--- config.mk ---
export PLATFORM = sky130hd
export DESIGN_NAME = config_int_add
export DESIGN_NICKNAME = d
export VERILOG_FILES = /design/src/rtl/config_int_add_pkg.sv /design/src/rtl/apx_loa_add.sv /design/src/rtl/config_int_add.sv
export SDC_FILE = /design/constraint.sdc
export NUM_CORES = 1
export LEC_CHECK = 0
export ABC_AREA = 1
export ABC_CLOCK_PERIOD_IN_PS = 16710
export BUFFER_PORTS_ARGS = -buffer_cell sky130_fd_sc_hd__buf_2
export CORE_MARGIN = 2
export CORE_UTILIZATION = 63
export DETAILED_ROUTE_END_ITERATION = 6
export PLACE_DENSITY = 0.87
export RECOVER_POWER = 25
export SYNTH_ARGS = -nofsm -noshare
export SYNTH_HDL_FRONTEND = slang
export SYNTH_SLANG_ARGS = --single-unit
export TNS_END_PERCENT = 30
--- constraint.sdc ---
create_clock -name clk -period 16.71 [get_ports clk]
set_input_delay 3.342 -clock clk [delete_from_list [all_inputs] [get_ports clk]]
set_output_delay 3.342 -clock clk [all_outputs]
set_load 0.02 [all_outputs]
--- src/rtl/config_int_add_pkg.sv ---
// Shared constants, helpers and types for the configurable approximate integer adder.
package config_int_add_pkg;

  localparam int DEF_OP_BITWIDTH        = 32;
  localparam int DEF_DATA_PATH_BITWIDTH = 32;
  localparam int DEF_CNT_WIDTH          = 32;

  // Width needed to encode k in 0..op_bitwidth inclusive.
  function automatic int k_width(input int op_bitwidth);
    return $clog2(op_bitwidth + 1);
  endfunction

  // Per-transaction mode captured in S1. The operands and k sit beside it because
  // their widths follow the instance parameters.
  typedef struct packed {
    logic apx_ctl;
    logic sat_en;
  } s1_payload_t;

endpackage

--- src/rtl/apx_loa_add.sv ---
// Lower-part-OR approximate adder: k LSBs are OR-ed, the upper part adds exactly
// with a carry-in generated from the top approximate bit pair.
module apx_loa_add
  import config_int_add_pkg::*;
#(
  parameter int OP_BITWIDTH = DEF_OP_BITWIDTH
) (
  input  logic [OP_BITWIDTH-1:0]              a,
  input  logic [OP_BITWIDTH-1:0]              b,
  input  logic [k_width(OP_BITWIDTH)-1:0]     k,
  output logic [OP_BITWIDTH-1:0]              s,
  output logic                                ovf
);

  localparam int KW = k_width(OP_BITWIDTH);

  logic [OP_BITWIDTH-1:0] lo_mask;
  logic [OP_BITWIDTH-1:0] carry_vec;
  logic [OP_BITWIDTH-1:0] hi_sum;
  logic [OP_BITWIDTH-1:0] s_int;
  logic                   carry;

  always_comb begin
    // NOTE: every variable gets a default before any branch so no latch is inferred.
    carry_vec = '0;
    carry     = 1'b0;
    // A shift of k >= OP_BITWIDTH clears the ones, so the mask becomes all-ones.
    lo_mask   = ~({OP_BITWIDTH{1'b1}} << k);
    if (k != '0 && k < KW'(OP_BITWIDTH)) begin
      carry_vec = (a & b) >> (k - KW'(1));
      carry     = carry_vec[0];
    end
    hi_sum = (a & ~lo_mask) + (b & ~lo_mask) + (OP_BITWIDTH'(carry) << k);
    s_int  = (hi_sum & ~lo_mask) | ((a | b) & lo_mask);
  end

  assign s   = s_int;
  assign ovf = (a[OP_BITWIDTH-1] == b[OP_BITWIDTH-1]) &&
               (s_int[OP_BITWIDTH-1] != a[OP_BITWIDTH-1]);

endmodule

--- src/rtl/config_int_add.sv ---
// Two-stage valid/ready adder with runtime-selectable approximation, optional
// signed saturation and a counter of approximate results delivered.
module config_int_add
  import config_int_add_pkg::*;
#(
  parameter int OP_BITWIDTH        = DEF_OP_BITWIDTH,
  parameter int DATA_PATH_BITWIDTH = DEF_DATA_PATH_BITWIDTH,
  parameter int CNT_WIDTH          = DEF_CNT_WIDTH
) (
  input  logic                              clk,
  input  logic                              rst,
  input  logic                              in_valid,
  output logic                              in_ready,
  input  logic [DATA_PATH_BITWIDTH-1:0]     a,
  input  logic [DATA_PATH_BITWIDTH-1:0]     b,
  input  logic                              apx_ctl,
  input  logic                              sat_en,
  input  logic                              cfg_we,
  input  logic [k_width(OP_BITWIDTH)-1:0]   cfg_apx_bits,
  output logic                              out_valid,
  input  logic                              out_ready,
  output logic [DATA_PATH_BITWIDTH-1:0]     c,
  output logic                              c_ovf,
  output logic [CNT_WIDTH-1:0]              apx_count
);

  localparam int            KW    = k_width(OP_BITWIDTH);
  localparam logic [KW-1:0] K_MAX = KW'(OP_BITWIDTH);

  logic [KW-1:0]             k_cfg;

  logic                      s1_valid;
  logic [OP_BITWIDTH-1:0]    s1_a;
  logic [OP_BITWIDTH-1:0]    s1_b;
  logic [KW-1:0]             s1_k;
  s1_payload_t               s1_mode;

  logic                      s2_valid;
  logic [DATA_PATH_BITWIDTH-1:0] s2_c;
  logic                      s2_ovf;
  logic                      s2_apx;
  logic [CNT_WIDTH-1:0]      cnt;

  logic                      s2_ready;
  logic                      s1_ready;
  logic [KW-1:0]             add_k;
  logic [OP_BITWIDTH-1:0]    add_s;
  logic                      add_ovf;
  logic [OP_BITWIDTH-1:0]    sat_s;

  // S2 can take new data when empty or emptying this cycle; S1 likewise behind it.
  assign s2_ready  = !s2_valid || out_ready;
  assign s1_ready  = !s1_valid || s2_ready;
  assign in_ready  = !rst && s1_ready;
  assign out_valid = s2_valid;
  assign c         = s2_c;
  assign c_ovf     = s2_ovf;
  assign apx_count = cnt;

  assign add_k = s1_mode.apx_ctl ? s1_k : '0;

  apx_loa_add #(
    .OP_BITWIDTH (OP_BITWIDTH)
  ) u_apx_loa_add (
    .a   (s1_a),
    .b   (s1_b),
    .k   (add_k),
    .s   (add_s),
    .ovf (add_ovf)
  );

  always_comb begin
    sat_s = add_s;
    if (s1_mode.sat_en && add_ovf)
      sat_s = s1_a[OP_BITWIDTH-1] ? {1'b1, {(OP_BITWIDTH-1){1'b0}}}
                                  : {1'b0, {(OP_BITWIDTH-1){1'b1}}};
  end

  // Config register; a write coincident with an input transfer only affects later ones.
  always_ff @(posedge clk or posedge rst) begin
    if (rst) begin
      k_cfg <= '0;
    end else if (cfg_we) begin
      // NOTE: non-blocking assignments keep every register sampling pre-edge values.
      k_cfg <= (cfg_apx_bits > K_MAX) ? K_MAX : cfg_apx_bits;
    end
  end

  always_ff @(posedge clk or posedge rst) begin
    if (rst) begin
      s1_valid <= 1'b0;
      s1_a     <= '0;
      s1_b     <= '0;
      s1_k     <= '0;
      s1_mode  <= '0;
    end else if (s1_ready) begin
      s1_valid <= in_valid;
      if (in_valid) begin
        s1_a            <= a[OP_BITWIDTH-1:0];
        s1_b            <= b[OP_BITWIDTH-1:0];
        s1_k            <= k_cfg;
        s1_mode.apx_ctl <= apx_ctl;
        s1_mode.sat_en  <= sat_en;
      end
    end
  end

  always_ff @(posedge clk or posedge rst) begin
    if (rst) begin
      s2_valid <= 1'b0;
      s2_c     <= '0;
      s2_ovf   <= 1'b0;
      s2_apx   <= 1'b0;
    end else if (s2_ready) begin
      s2_valid <= s1_valid;
      if (s1_valid) begin
        s2_c   <= DATA_PATH_BITWIDTH'($signed(sat_s));
        s2_ovf <= add_ovf;
        s2_apx <= s1_mode.apx_ctl && (s1_k != '0);
      end
    end
  end

  always_ff @(posedge clk or posedge rst) begin
    if (rst)
      cnt <= '0;
    else if (s2_valid && out_ready && s2_apx && !(&cnt))
      cnt <= cnt + CNT_WIDTH'(1);
  end

endmodule

# Word-level counts from Yosys, hierarchy flattened
# Cells that the tools add are included.
dict set report op_classes {
  n_reduce_logical 19
  n_addsub 4
  magnitude_cmp 2
  n_bitwise 9
  n_shift 3
  n_eq_ne 2
  mux 5
}
# operator n
set ops {}
lappend ops {{$and A32 B32 Y32} 5}
lappend ops {{$add A32 B32 Y32} 2}
lappend ops {{$mux W32} 2}
lappend ops {{$not A32 Y32} 2}
lappend ops {{$or A32 B32 Y32} 2}
lappend ops {{$add A32 B1 Y32 const B} 1}
lappend ops {{$reduce_and A32 Y1} 1}
lappend ops {{$shl A1 B6 Y32} 1}
lappend ops {{$shl A32 B6 Y32 const A} 1}
lappend ops {{$shr A32 B6 Y1} 1}
lappend ops {{$mux W6} 2}
lappend ops {{$reduce_bool A6 Y1} 2}
lappend ops {{$logic_and A1 B1 Y1} 8}
lappend ops {{$gt A6 B6 Y1 const B} 1}
lappend ops {{$lt A6 B6 Y1 const B} 1}
lappend ops {{$sub A6 B1 Y6 const B} 1}
lappend ops {{$logic_not A1 Y1} 4}
lappend ops {{$reduce_and A2 Y1} 2}
lappend ops {{$logic_or A1 B1 Y1} 2}
lappend ops {{$eq A1 B1 Y1} 1}
lappend ops {{$mux W1} 1}
lappend ops {{$ne A1 B1 Y1} 1}
dict set report word_totals {
  output_inout_bits 67
  word_cells 56
  inputBits 77
  ff_bits 146
}

# Logic depth before layout (Yosys ltp)
# Gate-level depths: netlist (run 1).
dict set report depth {
  ltp_word 13
  ltp_mapped 38
  ltp_nobuf 36
}

# Cells and area by module
# A second synthesis (run 1) with hierarchy kept.
dict set report hier_totals {
  cells_unflattened 1418
  area_unflattened_um2 10664.0
}
# module area_per_inst_um2 instances cells_each seq_area_each_um2
set modules_own_cells {}
lappend modules_own_cells {config_int_add 6503.7 1 690 3653.5}
lappend modules_own_cells {apx_loa_add 4160.2 1 728 0.0}

# Worst setup path after synthesis (run 1)
# No wires, ideal clock.
dict set report synth_path {
  path_kind {input -> output}
  startpoint {input rst}
  endpoint {output in_ready}
  path_slack_ps 6607
  t_arrival_ps 6761
  stages 3
  required_time_ps 13368
  n_path_buf 0
  path_cell_list {inv_1 -> nand2_1 -> inv_1}
}
dict set report synth_via {
  elab_chain_cells 2
}
# element line_no
set synth_rtl {}
lappend synth_rtl {{start: declaration} config_int_add.sv:11} ;# input logic rst,
lappend synth_rtl {{$logic_not A1 Y1 (no source line)} n/a}
lappend synth_rtl {{$logic_and A1 B1 Y1} config_int_add.sv:54} ;# assign in_ready = !rst && s1_ready;
lappend synth_rtl {{end: declaration} config_int_add.sv:13} ;# output logic in_ready,
# Every way passes these cells.

# Worst setup path in the final report (run 1)
# Same ends and word-level chain as after synthesis.

==> results_dict.tcl, run 1 <==
set metrics [dict create \
    outcome "finished with violations" \
    failed_checks "max-capacitance violations, max-slew violations" \
    async_flop_share_pct 100 \
    die_y_um 130 \
    crit_required_ns 13.37 \
    finalHoldViolCount 0 \
    p_int_uw 946 \
    synth_ff_type "dfrtp_1" \
    drtAntennaViolNets 0 \
    comb_power_share_pct 45.0 \
    grt_pass1_vias 8797 \
    grt_pass1_wl_um 43000 \
    slew_headroom_pct -118 \
    dp_cells 1604 \
    power.share.clock_pct 25.0 \
    ctsHtreeMaxLevel 4 \
    fin_skew_ns 0.0125 \
    place_congestion 0.993 \
    io_buffers 143 \
    seqPwrFrac_pct 29.9 \
    syn_avg_cell_area_um2 7.86 \
    yosys_warnings 0 \
    dieArea_um2 16900 \
    synth_seq_cells 146 \
    die_w_um 130 \
    cts_buffers 17 \
    vias_per_cell 5.66 \
    grt_setup_unrepaired "false" \
    routedWlPerCell_um 16.6 \
    finalSetupViolCount 0 \
    whs_endpoint "c[31]" \
    worst_pin_slew_ns 3.25 \
    cts_hold_buf 0 \
    vias 9242 \
    rr_worst_depth 33 \
    drcViolationCount 0 \
    dr.pass1.iters 6 \
    drive_gt1_share_pct 18.7 \
    grtUsageTotal_pct 32.9 \
    timing.final.crit_period_ns 10.09 \
    whs_path_depth 2 \
    endpoint_kind "output port" \
    post-route-period-util_pct 60.4 \
    synth_cells 1269 \
    insertion_delay_ns 0.44 \
    cp.arrival_ns 6.75 \
    ys_seq_area_share_pct 36.6 \
    synth_edf_count 0 \
    syn_nets 1413 \
    hold_path_class "flip-flop to flip-flop" \
    path_class "primary input to output port" \
    reg2reg_setup_slack_ns 9.48 \
    startpoint "rst" \
    p_total_mw 1.65 \
    hpwl_um 20300 \
    area_growth_pct 14.9 \
    final.fill_count 1272 \
    cts_root_buf "clkbuf_16" \
    critPathLaunchType "primary input" \
    cts_tree "built" \
    gr-total-overflow 0 \
    finalMaxSlewViolations 76 \
    core_um2 15700 \
    insertedDiodeCount 0 \
    cp_max_fo 75 \
    clock.fmax_ghz 0.0991 \
    post_cts_resized 0 \
    ios 144 \
    timing.rr.end "c[29]" \
    start_util_pct 63.7 \
    setup_tns_ns 0 \
    synth.distinct_cells 44 \
    power.leakage_nw 6.04 \
    min_from "c[31]" \
    maxCapViolations 1 \
    cts_sinks 146 \
    grt_max_degree 84 \
    multi_input_area_um2 5600 \
    wirelength_um 27200 \
    clock_path_buffers 2 \
    row_count 46 \
    dr.first_iter.drc_count 884 \
    seq_area_um2 3650 \
    finalNetCount 1551 \
    fin_cells 1634 \
    grt_antenna_before_repair 0 \
    max-vdd-ir-drop_v 0.0000979 \
    switchingPower_uw 700 \
    netlist_area_um2 9980 \
    r2r_start "s1_mode[1]" \
    clk_pin_slew_ns 0.06 \
    power_switching_share_pct 42.5 \
    post-cts-setup-buffers 0 \
    p_per_area_nw_per_um2 144 \
]
==> routing by layer <==
| layer | GRT usage [%] | part of all wire, % | up-vias |
|---|---|---|---|
| met1 | 44.5 | 41 | 4364 |
| li1 | - | - | 4350 |
| met4 | 11.4 | 2.6 | 0 |
| met3 | 6.89 | 9.1 | 71 |
| met2 | 53.2 | 47 | 457 |
| met5 | 0 | 0 | - |
==> area by class of cell <==
class                           instances  area share, %
Clock buffer                           19           3.86
Tap cell                              216           2.36
Clock inverter                         11           1.54
Multi-Input combinational cell        940           48.9
Timing Repair Buffer                  145           6.36
Sequential cell                       146           31.9
Inverter                              157           5.15
==> cell families (layout without fill, tap and decap cells) <==
family	after synthesis	after routing	synth area share [%]
other	1	1	0.0376
AND/OR/NAND/NOR	580	580	24.0
flip-flops	146	146	36.6
buffers and inverters	183	332	7.31
adder cells (fa/ha/maj)	67	67	10.8
multiplexers	62	62	7.00
XOR/XNOR	45	45	3.95
AO/OA/AOI/OAI	185	185	10.3
==> synth_stat cells, types with 28 or more instances <==
library cell | n | share of area (%)
nor2_1 | 131 | 4.9
xor2_1 | 29 | 2.5
nand2_1 | 336 | 13
a21oi_1 | 88 | 4.4
inv_1 | 152 | 5.7
ha_1 | 35 | 4.4
mux2_2 | 62 | 7.0
dfrtp_1 | 146 | 37
fa_1 | 32 | 6.4
o21ai_0 | 56 | 2.8
nor3_1 | 28 | 1.4
nand3_1 | 52 | 2.6
==> worst max path at each step <==
stage	slack, ns	to	depth (start not counted)
after global routing	5.77	in_ready	5
after floorplan	6.61	in_ready	3
after global placement	9.05	in_ready	5
after CTS	9.03	in_ready	5
after detailed placement	9.03	in_ready	5
final	6.62	in_ready	5
==> placed cells by master, fill, tap and decap left out, drive strengths merged, types with 2 or more instances in the layout <==
master      n
a31oi       8
inv       158
clkinv      4
nor3       29
nand4      11
clkinvlp    2
a21oi      98
a221oi      2
nor4        3
bufinv      4
xor2       29
o21bai      6
buf       144
o21ai      61
and2        2
or2         4
dfrtp     146
nand2     342
nor2      134
ha         35
a21o        5
xnor2      16
clkbuf     20
mux2       62
a21boi      3
fa         32
nand3      53
==> worst max-delay path, cell delays in order <==
cell and delay (ns):
buf_2 0.09, clkinvlp_2 2.40, nand2_1 0.67, inv_1 0.07
buf_2 0.17
==> metrics by stage <==
| step | hold slack, ns | util [%] | area, um^2 | setup slack, ns |
|---|---|---|---|---|
| after global placement | 0.465 | 69.3 | 10900 | 9.05 |
| final | 0.482 | 73.2 | 11500 | 6.62 |
| after floorplan | 0.453 | - | 9980 | 6.61 |
| after global routing | 0.502 | 73.2 | 11500 | 5.77 |
| after detailed placement | 0.462 | 69.3 | 10900 | 9.03 |
| after CTS | 0.484 | 73.3 | 11500 | 9.03 |
==> sequential cells by signal, summed over array words and instances (netlist names) <==
signal / cells
s1_mode: 2
k_cfg: 6
s1_b: 32
out_valid: 1
s1_valid: 1
s1_a: 32
apx_count: 32
s2_apx: 1
c: 32
c_ovf: 1
s1_k: 6
==> power by group through the flow <==
stage          sequential [mW]  combinational [mW]  clock [mW]
2_1_floorplan            0.537               0.489           0
3_3_place_gp             0.493               0.700           0
3_5_place_dp             0.495               0.724           0
4_1_cts                  0.491               0.733       0.415
5_1_grt                  0.501               0.826       0.427
6_report                 0.492               0.741       0.412
Power figures use the tool's default switching activity.
==> run 2, diff against run 1 <==
--- a/config.mk
+++ b/config.mk
@@ -6,12 +6,12 @@
 export NUM_CORES = 1
 export LEC_CHECK = 0
 export ABC_AREA = 1
-export ABC_CLOCK_PERIOD_IN_PS = 16710
+export ABC_CLOCK_PERIOD_IN_PS = 9640
 export BUFFER_PORTS_ARGS = -buffer_cell sky130_fd_sc_hd__buf_2
 export CORE_MARGIN = 2
-export CORE_UTILIZATION = 63
+export CORE_UTILIZATION = 59
 export DETAILED_ROUTE_END_ITERATION = 6
-export PLACE_DENSITY = 0.87
+export PLACE_DENSITY = 0.82
 export RECOVER_POWER = 25
 export SYNTH_ARGS = -nofsm -noshare
 export SYNTH_HDL_FRONTEND = slang
==> constraint.sdc (replaced) <==
create_clock -name clk -period 9.64 [get_ports clk]
set_input_delay 1.928 -clock clk [delete_from_list [all_inputs] [get_ports clk]]
set_output_delay 1.928 -clock clk [all_outputs]
set_load 0.02 [all_outputs]
==> run 2 against run 1 <==
Compared with the run above:
- the run still ends with max-capacitance violations, max-slew violations left
- sequential power rose by 73%
- clock power up 75%
- largest power group unchanged
- design area rose by 0.20%
- clock skew decreased by 0.0028 ns
- die area up 6.6%
- hold slack better by 0.014 ns
- non-clock buffer count is the same
- routed wire length is 0.16% higher
- register-to-register slack worse by 6.8 ns
- first-iteration DRC count down 27%
- cell count increased by 0.37%
- sequential cell count is the same
==> results_dict.tcl, run 2 (synthesis gave the netlist of run 1 again) <==
set metrics [dict create \
    io_buffers 143 \
    cp_max_fo 72 \
    cts_sinks 146 \
    p_per_area_nw_per_um2 248 \
    gr-total-overflow 0 \
    p_total_mw 2.84 \
    finalHoldViolCount 0 \
    final.fill_count 1400 \
    dieArea_um2 18000 \
    dr.pass1.iters 5 \
    seq_area_um2 3650 \
    insertedDiodeCount 0 \
    start_util_pct 60.2 \
    crit_required_ns 7.71 \
    cts_root_buf "clkbuf_16" \
    power.leakage_nw 6.05 \
    clk_pin_slew_ns 0.06 \
    cts_buffers 17 \
    multi_input_area_um2 5600 \
    comb_power_share_pct 44.8 \
    finalNetCount 1551 \
    drcViolationCount 0 \
    insertion_delay_ns 0.43 \
    worst_pin_slew_ns 3.09 \
    outcome "finished with violations" \
    die_y_um 134 \
    finalMaxSlewViolations 73 \
    critPathLaunchType "primary input" \
    clock.fmax_ghz 0.142 \
    fin_skew_ns 0.00968 \
    grt_pass1_wl_um 44200 \
    setup_tns_ns 0 \
    post-cts-setup-buffers 0 \
    dp_slack_ns 2.92 \
    wirelength_um 27200 \
    switchingPower_mw 1.22 \
    core_um2 16600 \
    finalSetupViolCount 0 \
    seqPwrFrac_pct 30.0 \
    hold_path_class "flip-flop to flip-flop" \
    die_w_um 134 \
    power_switching_share_pct 43.0 \
    grtUsageTotal_pct 31.6 \
    drive_gt1_share_pct 18.8 \
    path_class "primary input to output port" \
    dr.first_iter.drc_count 649 \
    p_int_mw 1.62 \
    power.share.clock_pct 25.3 \
    worst_slack_ns 2.58 \
    grt_antenna_before_repair 0 \
    routedWlPerCell_um 16.6 \
    hpwl_um 20700 \
    area_growth_pct 15.1 \
    grt_pass1_vias 8916 \
    timing.final.crit_period_ns 7.06 \
    vias 8985 \
    final_cell_mix "336 x nand2_1, 152 x inv_1, 146 x dfrtp_1" \
    post-route-period-util_pct 73.2 \
    row_count 47 \
    cts_tree "built" \
    slew_headroom_pct -107 \
    place_congestion 0.985 \
    grt_setup_unrepaired "false" \
    post_cts_resized 0 \
    maxCapViolations 1 \
    cts_hold_buf 0 \
    ctsHtreeMaxLevel 4 \
    vias_per_cell 5.48 \
    cp.arrival_ns 5.13 \
    drtAntennaViolNets 0 \
    ios 144 \
    max-vdd-ir-drop_v 0.000202 \
    failed_checks "max-capacitance violations, max-slew violations" \
    grt_max_degree 84 \
    clock_path_buffers 2 \
    endpoint_kind "output port" \
    final_common_cell "nand2_1" \
]
-- run 2: changes by cell type in the layout (fill, tap and decap cells not counted), sizes merged --
cell / change
clkbuf: -2
inv: +5
bufinv: -1
-- run 2: through the flow --
step           utilization (%)  hold slack (ns)  std cells  cell area (um^2)
2_1_floorplan                -            0.453       1269              9980
3_3_place_gp              65.5            0.473       1608             10900
3_5_place_dp              65.5            0.481       1608             10900
4_1_cts                   69.3            0.495       1640             11500
5_1_grt                   69.3            0.513       1640             11500
6_report                  69.3            0.497       1640             11500
-- run 2: power groups by stage --
stage               combinational (mW)  clock, mW  sequential [mW]
floorplan                        0.848          0            0.930
global placement                  1.22          0            0.855
detailed placement                1.25          0            0.858
CTS                               1.27      0.731            0.850
global route                      1.44      0.756            0.870
finish                            1.27      0.719            0.852
-- run 2: final timing paths --
kind,from,to,slack [ns],depth (start not counted)
max reg2reg,s1_mode[1],c[1],2.71,31
min,c_ovf,c_ovf,0.50,2
max,rst,in_ready,2.58,5
min in group asynchronous,rst,apx_count[9],2.37,2
max in group asynchronous,rst,c[10],5.29,3
min reg2reg,c_ovf,c_ovf,0.50,2
-- run 2: final cells by class --
class	count	area share [%]
tap	220	2.40
sequential	146	31.8
timing repair buffer	145	6.35
clock inverter	15	1.88
inverter	157	5.14
multi-input combinational	940	48.7
clock buffer	17	3.70
-- run 2: routing by layer --
metal / vias up / share of wire, % / global-route usage, %
li1: 4367 / - / -
met1: 4204 / 43 / 42.7
met2: 355 / 46 / 50.2
met3: 59 / 7.3 / 6.31
met4: 0 / 3.4 / 13.3
met5: - / 0 / 0
-- run 2: worst max-delay path: stages --
cell        delay (ns)
buf_2             0.08
clkinvlp_2        2.28
nand2_1           0.60
inv_1             0.07
buf_2             0.16
